[src/rtl/uart_pkg.sv]
// Shared UART definitions used by both the receiver and the transmitter.
package uart_pkg;

    localparam logic        UART_IDLE_LVL  = 1'b1;
    localparam int unsigned UART_DATA_BITS = 8;

    typedef enum logic [2:0] {
        StIdle,
        StStart,
        StData,
        StParity,
        StStop,
        StBreak
    } uart_state_e;

endpackage

[src/rtl/sync_ff.sv]
// Multi-flop synchronizer for a single asynchronous bit.
module sync_ff #(
    parameter int unsigned STAGES    = 2,
    parameter logic        RESET_VAL = 1'b1
) (
    input  logic clk,
    input  logic rstn_i,
    input  logic d_i,
    output logic q_o
);

    logic [STAGES-1:0] sync_q;

    always_ff @(posedge clk) begin
        if (!rstn_i) begin
            sync_q <= {STAGES{RESET_VAL}};
        end else begin
            sync_q <= {sync_q[STAGES-2:0], d_i};
        end
    end

    assign q_o = sync_q[STAGES-1];

endmodule

[src/rtl/uart_rx_sampler.sv]
// UART receiver: mid-bit sampling of an 8-bit frame with optional even parity and break handling.
module uart_rx_sampler
    import uart_pkg::*;
#(
    parameter int unsigned SYNC_STAGES = 2
) (
    input  logic        clk,
    input  logic        rstn_i,
    input  logic [31:0] clk_div_i,
    input  logic        rx_enable_i,
    input  logic        parity_en_i,
    input  logic        rx_i,
    output logic [7:0]  rx_data_o,
    output logic        rx_valid_o,
    output logic        rx_err_o,
    output logic        frame_err_o
);

    uart_state_e state_q, state_d;

    logic [31:0]               cnt_q, cnt_d;
    logic [31:0]               div_q, div_d;
    logic                      par_en_q, par_en_d;
    logic [2:0]                bit_cnt_q, bit_cnt_d;
    logic [UART_DATA_BITS-1:0] shift_q, shift_d;
    logic                      par_err_q, par_err_d;
    logic [7:0]                data_q, data_d;
    logic                      valid_q, valid_d;
    logic                      err_q, err_d;
    logic                      ferr_q, ferr_d;

    logic        rx_sync;
    logic        expire;
    logic        line_low;
    logic [31:0] div_sel;

    sync_ff #(
        .STAGES    (SYNC_STAGES),
        .RESET_VAL (UART_IDLE_LVL)
    ) u_sync (
        .clk    (clk),
        .rstn_i (rstn_i),
        .d_i    (rx_i),
        .q_o    (rx_sync)
    );

    assign div_sel  = (clk_div_i < 32'd2) ? 32'd2 : clk_div_i;
    assign expire   = (cnt_q == 32'd1);
    assign line_low = (rx_sync != UART_IDLE_LVL);

    always_comb begin
        state_d   = state_q;
        cnt_d     = (cnt_q > 32'd1) ? cnt_q - 32'd1 : cnt_q;
        div_d     = div_q;
        par_en_d  = par_en_q;
        bit_cnt_d = bit_cnt_q;
        shift_d   = shift_q;
        par_err_d = par_err_q;
        data_d    = data_q;
        valid_d   = 1'b0;
        err_d     = err_q;
        ferr_d    = 1'b0;

        case (state_q)
            StIdle: begin
                if (rx_enable_i && line_low) begin
                    div_d     = div_sel;
                    par_en_d  = parity_en_i;
                    cnt_d     = div_sel >> 1;
                    bit_cnt_d = 3'd0;
                    par_err_d = 1'b0;
                    state_d   = StStart;
                end
            end
            StStart: begin
                if (expire) begin
                    if (line_low) begin
                        cnt_d   = div_q;
                        state_d = StData;
                    end else begin
                        state_d = StIdle;
                    end
                end
            end
            StData: begin
                if (expire) begin
                    shift_d   = {rx_sync, shift_q[UART_DATA_BITS-1:1]};
                    bit_cnt_d = bit_cnt_q + 3'd1;
                    cnt_d     = div_q;
                    if (bit_cnt_q == 3'(UART_DATA_BITS - 1)) begin
                        state_d = par_en_q ? StParity : StStop;
                    end
                end
            end
            StParity: begin
                if (expire) begin
                    par_err_d = (^shift_q) ^ rx_sync;
                    cnt_d     = div_q;
                    state_d   = StStop;
                end
            end
            StStop: begin
                if (expire) begin
                    if (!line_low) begin
                        valid_d = 1'b1;
                        data_d  = shift_q;
                        err_d   = par_en_q & par_err_q;
                        state_d = StIdle;
                    end else begin
                        ferr_d  = 1'b1;
                        state_d = StBreak;
                    end
                end
            end
            StBreak: begin
                if (!line_low) begin
                    state_d = StIdle;
                end
            end
            default: state_d = StIdle;
        endcase

        // Disabling abandons the frame without publishing anything from it.
        if (!rx_enable_i) begin
            state_d = StIdle;
            valid_d = 1'b0;
            ferr_d  = 1'b0;
            data_d  = data_q;
            err_d   = err_q;
        end
    end

    always_ff @(posedge clk) begin
        if (!rstn_i) begin
            state_q   <= StIdle;
            cnt_q     <= 32'd0;
            div_q     <= 32'd0;
            par_en_q  <= 1'b0;
            bit_cnt_q <= 3'd0;
            shift_q   <= '0;
            par_err_q <= 1'b0;
            data_q    <= 8'h00;
            valid_q   <= 1'b0;
            err_q     <= 1'b0;
            ferr_q    <= 1'b0;
        end else begin
            state_q   <= state_d;
            cnt_q     <= cnt_d;
            div_q     <= div_d;
            par_en_q  <= par_en_d;
            bit_cnt_q <= bit_cnt_d;
            shift_q   <= shift_d;
            par_err_q <= par_err_d;
            data_q    <= data_d;
            valid_q   <= valid_d;
            err_q     <= err_d;
            ferr_q    <= ferr_d;
        end
    end

    assign rx_data_o   = data_q;
    assign rx_valid_o  = valid_q;
    assign rx_err_o    = err_q;
    assign frame_err_o = ferr_q;

endmodule

[config.mk]
export PLATFORM = sky130hd
export DESIGN_NAME = uart_rx_sampler
export DESIGN_NICKNAME = d
export VERILOG_FILES = /design/src/rtl/uart_pkg.sv /design/src/rtl/sync_ff.sv /design/src/rtl/uart_rx_sampler.sv
export SDC_FILE = /design/constraint.sdc
export NUM_CORES = 1
export LEC_CHECK = 0
export ABC_AREA = 1
export CORE_UTILIZATION = 25
export CTS_BUF_LIST = sky130_fd_sc_hd__clkbuf_8 sky130_fd_sc_hd__clkbuf_16
export DETAILED_ROUTE_END_ITERATION = 10
export RECOVER_POWER = 25
export SLEW_MARGIN = 20
export SYNTH_ARGS = -nofsm -noshare
export SYNTH_HDL_FRONTEND = slang
export SYNTH_SLANG_ARGS = --single-unit
[constraint.sdc]
create_clock -name clk -period 2.34 [get_ports clk]
set_clock_uncertainty 0.1 [all_clocks]
set_input_delay 0.468 -clock clk [delete_from_list [all_inputs] [get_ports clk]]
set_output_delay 0.468 -clock clk [all_outputs]
set_load 0.005 [all_outputs]
## After elaboration in Yosys (flattened, before gate mapping)

Cells that the tools add are included.

- Add/subtract/negate cells: 2
- $lt $le $gt $ge: 2
- Equality and inequality tests: 14
- Muxes and demuxes: 26
- Bitwise gates (word level): 3
- Reductions and logical operators: 14

Operator list:

| kind | number |
|---|---|
| 2-to-1 mux 32 bit | 6 |
| one-hot mux 32 bit (3 select lines) | 1 |
| 2-to-1 mux 3 bit | 11 |
| equality test 32 x 1 -> 1 bit, second input constant | 1 |
| > comparator 32 x 1 -> 1 bit, second input constant | 1 |
| < comparator 32 x 2 -> 1 bit, second input constant | 1 |
| subtractor 32 x 1 -> 32 bit, second input constant | 1 |
| one-hot mux 3 bit (6 select lines) | 1 |
| != test 2 bit, second input constant | 6 |
| equality test 3 bit, second input constant | 3 |
| AND reduction 4 bit | 2 |
| parity 8 bit | 1 |
| AND reduction 7 bit | 1 |
| equality test 3 x 2 -> 1 bit, second input constant | 2 |
| one-hot mux 3 bit (2 select lines) | 1 |
| AND reduction 2 bit | 3 |
| AND reduction 3 bit | 2 |
| 2-to-1 mux 1 bit | 4 |
| nonzero test 2 bit | 2 |
| adder 3 x 1 -> 3 bit, second input constant | 1 |
| equality test 3 x 1 -> 1 bit, second input constant | 1 |
| zero test 3 bit | 1 |
| 2-to-1 mux 2 bit | 1 |
| != test 2 x 1 -> 1 bit, second input constant | 1 |
| 6 further kinds | 6 |

- Flip-flop bits (word level): 93
- Bits of input ports: 37
- Output and inout bits: 11
- Logic and storage cells: 73

## Logic depth before layout (Yosys ltp)

Gate-level depths: netlist of the first run.

- Word-level depth: 5
- Depth in mapped cells: 14
- Gate-level depth less buffers: 13

## Cells and area by module

A second synthesis of the first run with hierarchy kept.

- Cells, all modules: 726
- Area total of the unflattened synthesis: 4819.6 um^2

By module, submodules not included:

| module | times used | cells an instance | area an instance (um^2) | sequential area each (um^2) |
|---|---|---|---|---|
| uart_rx_sampler | 1 | 720 | 4764.6 | 1821.7 |
| sync_ff | 1 | 6 | 55.1 | 40.0 |

## Worst setup path after synthesis of the first run

Ideal clock, no wire load.

- Kind: reg-to-reg
- From: register cnt_q[0]
- To: register cnt_q[25]
- Library setup time: 0.128 ns
- Arrival: 1.794 ns
- Data required time: 2.112 ns
- Path slack: 0.318 ns
- Cell stages (with the launch flop): 11
- Buffers on the path: 1
- Period minus slack after synthesis: 2.022 ns
- Cells stage by stage: dfxtp_1 -> inv_1 -> ha_1 -> nand2_1 -> nor2_1 -> nand2_1 -> a21oi_2 -> clkbuf_1 -> nor2_1 -> a21oi_1 -> nor2_1

- Longest elaborated chain between the ends: 5
- Elaborated cells on any way between the ends: 9
- Classes of those cells: add/sub: 1; order compare: 1; eq/ne: 1; mux: 6

RTL lines:

| item | line | text |
|---|---|---|
| start, declared | uart_rx_sampler.sv:21 | `logic [31:0] cnt_q, cnt_d;` |
| start signal, assigned | uart_rx_sampler.sv:148 | `cnt_q <= cnt_d;` |
| subtractor 32 x 1 -> 32 bit / > comparator 32 x 1 -> 1 bit (equally long branches) | uart_rx_sampler.sv:53 | `cnt_d = (cnt_q > 32'd1) ? cnt_q - 32'd1 : cnt_q;` |
| 2-to-1 mux 32 bit | uart_rx_sampler.sv:53 |  |
| 2-to-1 mux 32 bit | uart_rx_sampler.sv:77 | `if (line_low) begin` |
| 2-to-1 mux 32 bit | uart_rx_sampler.sv:76 | `if (expire) begin` |
| one-hot mux 32 bit (3 select lines) * | uart_rx_sampler.sv:64 | `case (state_q)` |

Every way passes the cells marked *; elsewhere a longest branch is shown, timed or not.
A chain may end at the register's enable or synchronous reset.

## Final worst setup path of the first run

- From: register cnt_q[24]
- To: register bit_cnt_q[2]

- Longest elaborated chain between the ends: 3

RTL lines:

| item | line | text |
|---|---|---|
| equality test 32 x 1 -> 1 bit | uart_rx_sampler.sv:48 | `assign expire = (cnt_q == 32'd1);` |
| != test 2 bit (no source line) | n/a |  |
| AND reduction 3 bit (no source line) | n/a |  |
| end signal, assigned | uart_rx_sampler.sv:151 | `bit_cnt_q <= bit_cnt_d;` |
| end, declared | uart_rx_sampler.sv:24 | `logic [2:0] bit_cnt_q, bit_cnt_d;` |

No other way between the ends.

==> results of run 1 <==
synth_stat cells, types with 3 or more instances:
cell type and instances:
nand2_2 5, xor2_1 21, a21oi_2 5, dfxtp_1 93
a31oi_1 14, nor2_2 9, xnor2_1 8, nor2_4 4
o21ai_0 31, ha_1 4, a21oi_1 65, buf_2 7
nor4_1 8, nand2_1 200, inv_1 53, nand3_1 28
nor2_1 108, nand4_1 6, buf_6 3, or2_2 3
clkbuf_1 13, nand3b_1 3
cell usage in the layout, fill, tap and decap left out, drive strengths merged, types with 3 or more instances in the layout:
cell and instances:
ha 4, dfxtp 93, clkinv 3, a31oi 14
clkbuf 11, nand4 7, nand2 205, xnor2 8
or2 3, o21ai 32, nor2 121, nor4 8
dlygate4sd3 12, xor2 21, inv 54, clkdlybuf4s50 35
a21oi 70, buf 23, nand3b 3, nand3 29
worst max-delay path by stage:
stage	cells after the start	endpoint	slack [ns]
floorplan	10	cnt_q[25]$_SDFF_PN0_	0.32
global placement	10	cnt_q[0]$_SDFF_PN0_	0.05
detailed placement	10	cnt_q[0]$_SDFF_PN0_	0.04
CTS	10	bit_cnt_q[2]$_SDFFE_PN0P_	0.19
global route	12	cnt_q[23]$_SDFF_PN0_	0.02
finish	10	bit_cnt_q[2]$_SDFFE_PN0P_	0.22
final cells by class:
type                       instances  area, um^2  area share, %
clock buffer                      10         239           4.03
clock inverter                     5        85.1           1.43
inverter                          55         209           3.52
multi-input combinational        533        2560           43.1
sequential                        93        1860           31.4
tap                              234         293           4.93
timing repair buffer              71         688           11.6
timing repair:
item,in CTS,in global routing
setup endpoints to repair,0,23
setup buffers,0,2
gates resized for setup,0,3
sequential cells by signal, summed over array words and instances (netlist names), 2 cells and up:
register,flops
cnt_q,32
bit_cnt_q,3
shift_q,8
rx_data_o,8
div_q,32
u_sync.sync_q,2
state_q,3
report_power, final:
group          internal (uW)  leakage, uW  switching, uW
combinational           1270      0.00155           2130
clock                    963     0.000155            620
sequential              1840     0.000755            241
total                   4070      0.00246           2990
logic make-up after synthesis:
logic type	Yosys count	synth area share [%]
DFF	93	39.2
AOI/OAI and AO/OA	122	13.9
and+or+nand+nor	378	33.5
adders and majority gates	4	1.05
xor gates and xnor gates	29	5.35
buffers and inverters	79	6.98
per-layer routing:
layer	global-route usage (%)	vias to the layer above	share of wire (%)
met3	2.55	11	3.5
met2	21.1	71	46
met5	0	-	0
met4	4.05	0	1.3
li1	-	2380	-
met1	16.5	2044	49
worst max-delay path, stage by stage (launching register included):
cell and delay, ns:
dfxtp_1 0.35, nor2_1 0.17, nand2_1 0.11, nor2_2 0.16, nand2_2 0.12, nor2_4 0.24
buf_4 0.17, nand3_2 0.22, inv_4 0.19, nand2_1 0.06, a21oi_1 0.14
stage by stage:
step	std cells	hold slack [ns]	util [%]	instance area (um^2)	setup WS (ns)
2_1_floorplan	705	0.293	-	4750	0.318
3_3_place_gp	984	0.297	30.0	5600	0.0532
3_5_place_dp	984	0.297	30.0	5600	0.0436
4_1_cts	999	0.313	31.8	5930	0.190
5_1_grt	1001	0.325	31.8	5940	0.0237
6_report	1001	0.313	31.8	5940	0.225
==> reports/results.ini, run 1 <==
[place]
portBuffers = 47
dp_hpwl_mm = 9.02
place_congestion = 0.849

[routing]
antenna_left = 0
drt-initial-drc-count = 303
drt_wl_total_mm = 11.9
wl_per_cell_um = 11.9
vias_per_cell = 4.50
firstDrtPassIters = 4
post-route-drc-count = 0
vias = 4506

[critical_path]
r2r_end = bit_cnt_q[2]$_SDFFE_PN0P_
critPathRequiredTime_ns = 2.51
start_kind = flip-flop
r2r_slack_ns = 0.22
criticalPathCategory = flip-flop to flip-flop
worstPathArrival_ns = 2.29
crit_start = cnt_q[24]$_SDFF_PN0_
regToRegStartpoint = cnt_q[24]$_SDFF_PN0_
endpoint_kind = flip-flop
reg2reg_depth = 10
path_max_fanout = 10

[yosys]
yosys-top-cells-area = dfxtp_1 (39%), nand2_1 (16%), nor2_1 (8.5%)
synth-edff-count = 0
netlist_area_um2 = 4750
synth.distinct_cells = 34
yosysWarnings = 0
yosys_most_used_dff = dfxtp_1
yosysTopAreaCell = dfxtp_1
syn_area_per_cell_um2 = 6.74
synthCells = 705
synth_top_area_share_pct = 39.2
synth-seq-cells = 93
async_reset_ff_share_pct = 0
seq_area_frac_synth_pct = 39.2
syn-num-nets = 746

[pwr]
p_per_area_nw_per_um2 = 1190
ir_drop_uv = 563
finalPower_uw = 7060
p_leak_uw = 0.00246

[floorplan]
num_io_pins = 48
die_y_um = 140
start_util_pct = 25.5
core_um2 = 18600
die-area_um2 = 19500
row_count = 50
die_w_um = 140

[grt]
grt_usage_pct = 12.7
grt_max_degree = 42
antenna_found_initial = 0
gr-total-overflow = 0
grt_pass1_vias = 4274
grt_pass1_wl_mm = 20.2

[clock_tree]
cts_max_level = 3
cts_buffer_depth = 2
hold_buffers = 0
clkTransAtPathRegs_ns = 0.07
cts_buffers = 9
cts-root-buf = clkbuf_16
clkSinkCount = 93
cts_tree = built
clock_latency_ns = 0.34

[sta]
final-hold-violation-count = 0
post-route-period-util_pct = 90.4
tns_ns = 0
worst_pin_slew_ns = 0.536
drv_slew = 0
setup_viol = 0
rsz0062_at_grt = false
period_needed_ns = 2.12
slew_headroom_pct = 64.0
timing.fmax_mhz = 473

[run]
drv_cap = 0

[cells_and_area]
layout-drive-gt1-share_pct = 9.13
nNetsFinal = 804
nFillCells = 2005
areaGrowthSynthToFinish_pct = 25.0
num_antenna_cells = 0

[min_path]
hold_end = u_sync.sync_q[1]$_SDFF_PN1_
hold_path.class = flip-flop to flip-flop
hold_path.startpoint = u_sync.sync_q[0]$_SDFF_PN1_
holdPathStages = 1

[outcome]
status = finished, final reports clean

Power figures use the tool's default switching activity.
==> inputs of run 2 (changes only) <==
--- a/config.mk
+++ b/config.mk
@@ -8,6 +8,7 @@
 export ABC_AREA = 1
 export CORE_UTILIZATION = 25
 export CTS_BUF_LIST = sky130_fd_sc_hd__clkbuf_8 sky130_fd_sc_hd__clkbuf_16
+export CTS_CLUSTER_DIAMETER = 200
 export DETAILED_ROUTE_END_ITERATION = 10
 export RECOVER_POWER = 25
 export SLEW_MARGIN = 20
==> constraint.sdc (replaced) <==
create_clock -name clk -period 2.6 [get_ports clk]
set_clock_uncertainty 0.1 [all_clocks]
set_input_delay 0.52 -clock clk [delete_from_list [all_inputs] [get_ports clk]]
set_output_delay 0.52 -clock clk [all_outputs]
set_load 0.005 [all_outputs]
==> run 2 against run 1 <==
Compared with the run above: worst setup slack gained 0.18 ns; wire length rose by 1.4%; sequential share of layout area is 0.30 points higher; total power fell by 10%; via count decreased by 1.2%; critical path type unchanged.
==> reports/results.ini, run 2 (same netlist as run 1, synthesis figures left out) <==
[clock_tree]
cts-root-buf = clkbuf_16
cts_max_level = 3
cts_resized = 0
hold_buffers = 0
clock_latency_ns = 0.35
clkTransAtPathRegs_ns = 0.07
cts_buffer_depth = 2
cts_buffers = 9
cts_setup_buffers = 0
clkSinkCount = 93
cts_tree = built

[floorplan]
row_count = 50
die_w_um = 140
die_y_um = 140
start_util_pct = 25.5
die-area_um2 = 19500
core_um2 = 18600
num_io_pins = 48

[critical_path]
criticalPathCategory = flip-flop to flip-flop
r2r_slack_ns = 0.40
regToRegStartpoint = cnt_q[0]$_SDFF_PN0_
path_max_fanout = 9
slowest_stage = nor2_1
critPathRequiredTime_ns = 2.73
critical-path-top-delay-family = simple AND/OR/NAND/NOR gates
path_buf_inv = 1
endpoint_kind = flip-flop
worstPathCellList = inv_1 -> ha_1 -> nand2_1 -> nor2_1 -> nor2_1 -> nor2_1 -> nor2_1 -> nand2_1 -> nand2_1 -> nand2_1 -> a21oi_2 -> nor2_1
slowest_delay_ns = 0.49
cp_common_cell = nor2_1
worst-path-stages = 12
r2r_end = cnt_q[19]$_SDFF_PN0_
worstPathArrival_ns = 2.33
reg2reg_depth = 12
start_kind = flip-flop

[run]
drv_cap = 0

[cells_and_area]
nNetsFinal = 794
reg.largest.list = cnt_q x32, div_q x32
design_area_um2 = 5880
nFillCells = 2053
areaGrowthSynthToFinish_pct = 23.8
final_cell_mix = nand2_1 (201), nor2_1 (109), dfxtp_1 (93), a21oi_1 (65), inv_1 (54)
layout_commonest_cell = nand2_1
layout-drive-gt1-share_pct = 7.26
num_antenna_cells = 0

[pwr]
ir_drop_uv = 515
p_leak_uw = 0.00242
p_per_area_nw_per_um2 = 1080
finalPower_uw = 6340

[place]
placed_cell_area_um2 = 5540
portBuffers = 47
place_congestion = 0.865
place_ws_ns = 0.266
dp_hpwl_mm = 8.94

[sta]
fin_ws_ns = 0.403
setup_viol = 0
tns_ns = 0
timing.fmax_mhz = 455
final-hold-violation-count = 0
worst_pin_slew_ns = 0.621
drv_slew = 0
period_needed_ns = 2.20
rsz0062_at_grt = false
slew_headroom_pct = 58.5
post-route-period-util_pct = 84.5

[grt]
antenna_found_initial = 0
use_met3_pct = 2.37
grtUsageMet1_pct = 16.5
grt.met2_usage_pct = 21.1
grt_busiest_layer = met2
grt_pass1_vias = 4313
grt_max_degree = 62
gr-total-overflow = 0
grt_usage_pct = 12.8
grt_pass1_wl_mm = 20.3

[routing]
antenna_left = 0
vias = 4453
wl_per_cell_um = 12.2
firstDrtPassIters = 4
drt_wl_total_mm = 12.1
drt-initial-drc-count = 253
vias_per_cell = 4.49
post-route-drc-count = 0

[min_path]
hold_end = u_sync.sync_q[1]$_SDFF_PN1_
hold_path.class = flip-flop to flip-flop
holdPathStages = 1
hold_path.startpoint = u_sync.sync_q[0]$_SDFF_PN1_

[outcome]
status = finished, final reports clean

## run 2: per-stage QoR
step	utilization, %	hold slack (ns)	std cells
2_1_floorplan	-	0.293	705
3_3_place_gp	29.7	0.296	976
3_5_place_dp	29.7	0.301	976
4_1_cts	31.6	0.317	992
5_1_grt	31.5	0.345	992
6_report	31.5	0.314	992
## run 2: per-layer routing
layer | vias to the layer above | wire, um | part of all wire, %
li1 | 2361 | - | -
met1 | 2023 | 5950 | 49
met2 | 56 | 5480 | 45
met3 | 13 | 401 | 3.3
met4 | 0 | 239 | 2.0
met5 | - | 0 | 0
## run 2: worst reg2reg max path, cell delays in order (launching register included)
cell	delay, ns
dfxtp_1	0.41
inv_1	0.10
ha_1	0.21
nand2_1	0.12
nor2_1	0.10
nor2_1	0.09
nor2_1	0.09
nor2_1	0.49
nand2_1	0.10
nand2_1	0.08
nand2_1	0.06
a21oi_2	0.11
nor2_1	0.04
## run 2: layout make-up
class	instances	area (um^2)	share of cell area, %
flip-flops and latches	93	1860	31.7
inverters	55	206	3.51
multi-input cells	533	2550	43.4
clock inverters	7	121	2.06
repair buffers	61	622	10.6
well taps	234	293	4.98
clock buffers	9	225	3.83
## run 2: worst max path at each step
stage | from | end | slack (ns)
final | cnt_q[0]$_SDFF_PN0_ | cnt_q[19]$_SDFF_PN0_ | 0.40
after detailed placement | rx_enable_i | state_q[0]$_SDFFE_PN0P_ | 0.27
after global routing | cnt_q[26]$_SDFF_PN0_ | rx_data_o[1]$_SDFFE_PN0P_ | 0.07
after CTS | cnt_q[0]$_SDFF_PN0_ | cnt_q[19]$_SDFF_PN0_ | 0.35
after global placement | clk_div_i[31] | cnt_q[0]$_SDFF_PN0_ | 0.25
after floorplan | cnt_q[0]$_SDFF_PN0_ | cnt_q[25]$_SDFF_PN0_ | 0.58
## run 2: report_power, final
part | total [uW] | switching, uW | internal, uW | leakage [uW]
Clock | 1530 | 586 | 947 | 0.000169
Combinational | 2940 | 1860 | 1080 | 0.00150
Sequential | 1870 | 218 | 1650 | 0.000755
==> inputs of run 3 (changes only) <==
==> constraint.sdc (replaced) <==
create_clock -name clk -period 2.06 [get_ports clk]
set_clock_uncertainty 0.1 [all_clocks]
set_input_delay 0.412 -clock clk [delete_from_list [all_inputs] [get_ports clk]]
set_output_delay 0.412 -clock clk [all_outputs]
set_load 0.005 [all_outputs]
==> run 3 against run 2 <==
Compared with the run above: sequential power increased by 28%; cell area up 7.6%; cell count grew 4.3%; utilization increased by 2.4 points; global-route usage about the same; clock power up 14%; die area unchanged; worst setup slack got worse by 0.35 ns; register-to-register slack worse by 0.35 ns; first-iteration DRC count rose by 69%; critical path type unchanged; critical endpoint is now cnt_q[26]$_SDFF_PN0_; largest cell class unchanged; highest routed layer unchanged.
==> reports/results.ini, run 3 (same netlist as run 1, synthesis figures left out) <==
[clock_tree]
cts_tree = built
clkTransAtPathRegs_ns = 0.07
cts_buffers = 9
cts-root-buf = clkbuf_16
cts_buffer_depth = 2
clkSinkCount = 93
cts_max_level = 3
clock_latency_ns = 0.35

[grt]
grt_usage_pct = 12.8
grt_pass1_vias = 4234
grt_max_degree = 31
antenna_found_initial = 0
gr-total-overflow = 0
grt_busiest_layer = met2
use_met3_pct = 2.20
grtUsageMet1_pct = 17.3
grt.met2_usage_pct = 20.7
grt_pass1_wl_mm = 20.3

[place]
dp_cells = 1007
placed_cell_area_um2 = 5800
dp_hpwl_mm = 9.23
portBuffers = 47
place_congestion = 0.846
place_ws_ns = -0.102

[cells_and_area]
multi_input_area_um2 = 2630
design_area_um2 = 6330
areaGrowthSynthToFinish_pct = 33.3
final_cell_mix = nand2_1 (197), nor2_1 (97), dfxtp_1 (87), a21oi_1 (64), inv_1 (53)
layout-drive-gt1-share_pct = 15.6
nFillCells = 2005
reg.largest.list = cnt_q x32, div_q x32
layout_commonest_cell = nand2_1
fin_util_pct = 33.9
num_antenna_cells = 0
regArea_um2 = 1870
fin_cells = 1035
nNetsFinal = 837

[pwr]
internal-power_uw = 4990
clkPwrFrac_pct = 20.1
ir_drop_uv = 660
p_per_area_nw_per_um2 = 1370
comb_power_share_pct = 52.2
swShare_pct = 42.2
seq_power_share_pct = 27.8
p_leak_uw = 0.00262
power.switching_uw = 3650

[routing]
drt_wl_total_mm = 12.6
drt-initial-drc-count = 427
antenna_left = 0
wl_per_cell_um = 12.2
vias_per_cell = 4.45
vias = 4601
post-route-drc-count = 0
firstDrtPassIters = 4

[sta]
final-hold-violation-count = 0
post-route-period-util_pct = 97.6
fin_ws_ns = 0.0500
rsz0062_at_grt = true
period_needed_ns = 2.01
slew_headroom_pct = 71.9
drv_slew = 0
worst_pin_slew_ns = 0.420
setup_viol = 0
timing.fmax_mhz = 498

[floorplan]
core_um2 = 18600
die_w_um = 140
start_util_pct = 25.5
die-area_um2 = 19500
num_io_pins = 48
row_count = 50
die_y_um = 140

[critical_path]
worstPathCellList = nor2_2 -> nand2_1 -> nor2_2 -> nand2_2 -> nor2_4 -> nand2_2 -> a21oi_4 -> nand2_4 -> buf_12 -> a21oi_1 -> nor2_1
slowest_delay_ns = 0.34
criticalPathCategory = flip-flop to flip-flop
path_max_fanout = 8
slowest_stage = dfxtp_2
endpoint_kind = flip-flop
regToRegStartpoint = cnt_q[17]$_SDFF_PN0_
worstPathArrival_ns = 2.15
crit_start = cnt_q[17]$_SDFF_PN0_
critPathRequiredTime_ns = 2.20
start_kind = flip-flop

[min_path]
hold_path.startpoint = u_sync.sync_q[0]$_SDFF_PN1_
hold_path.class = flip-flop to flip-flop

[run]
drv_cap = 0

[outcome]
status = finished, final reports clean

## run 3: power groups by stage
stage / clock [uW] / sequential [uW] / combinational [uW]
floorplan: 0 / 2330 / 2940
global placement: 0 / 2400 / 3890
detailed placement: 0 / 2400 / 3920
CTS: 1760 / 2360 / 3940
global route: 1840 / 2440 / 5040
finish: 1740 / 2400 / 4510
## run 3: layer usage
metal / vias to the layer above / share of wire, % / routed length, um
met3: 13 / 2.8 / 348
met4: 0 / 1.6 / 205
met5: - / 0 / 0
li1: 2454 / - / -
met2: 65 / 46 / 5820
met1: 2069 / 50 / 6260
## run 3: through the flow
step / power [uW] / hold slack, ns / TNS (ns)
global placement: 6290 / 0.295 / -2.35
global route: 9320 / 0.326 / -1.07
floorplan: 5270 / 0.293 / 0
detailed placement: 6310 / 0.300 / -3.42
CTS: 8070 / 0.315 / 0
finish: 8650 / 0.312 / 0
## run 3: final cells by class
cell class / instances / area share (%)
multi-input combinational: 533 / 41.6
inverter: 55 / 3.30
clock buffer: 11 / 3.99
sequential: 93 / 29.5
timing repair buffer: 104 / 16.0
clock inverter: 5 / 0.910
tap: 234 / 4.63
## run 3: timing repair
item / 4_1_cts / 5_1_grt
hold buffers: 0 / 0
resized for setup: 0 / 30
setup endpoints to repair: 0 / 59
buffers inserted: 0 / 10
## run 3: critical path, delay by kind of cell, from the launching register on
kind / cells / cell delay, ns
buf+inv: 1 / 0.17
flops: 1 / 0.34
compound gates: 2 / 0.31
simple gates: 8 / 0.97
## run 3: final timing paths
check	cells after the start	endpoint	slack, ns
worst min register to register	1	u_sync.sync_q[1]$_SDFF_PN1_	0.31
worst min-delay path	1	u_sync.sync_q[1]$_SDFF_PN1_	0.31
worst max-delay path	11	cnt_q[26]$_SDFF_PN0_	0.05
worst max register to register	11	cnt_q[26]$_SDFF_PN0_	0.05
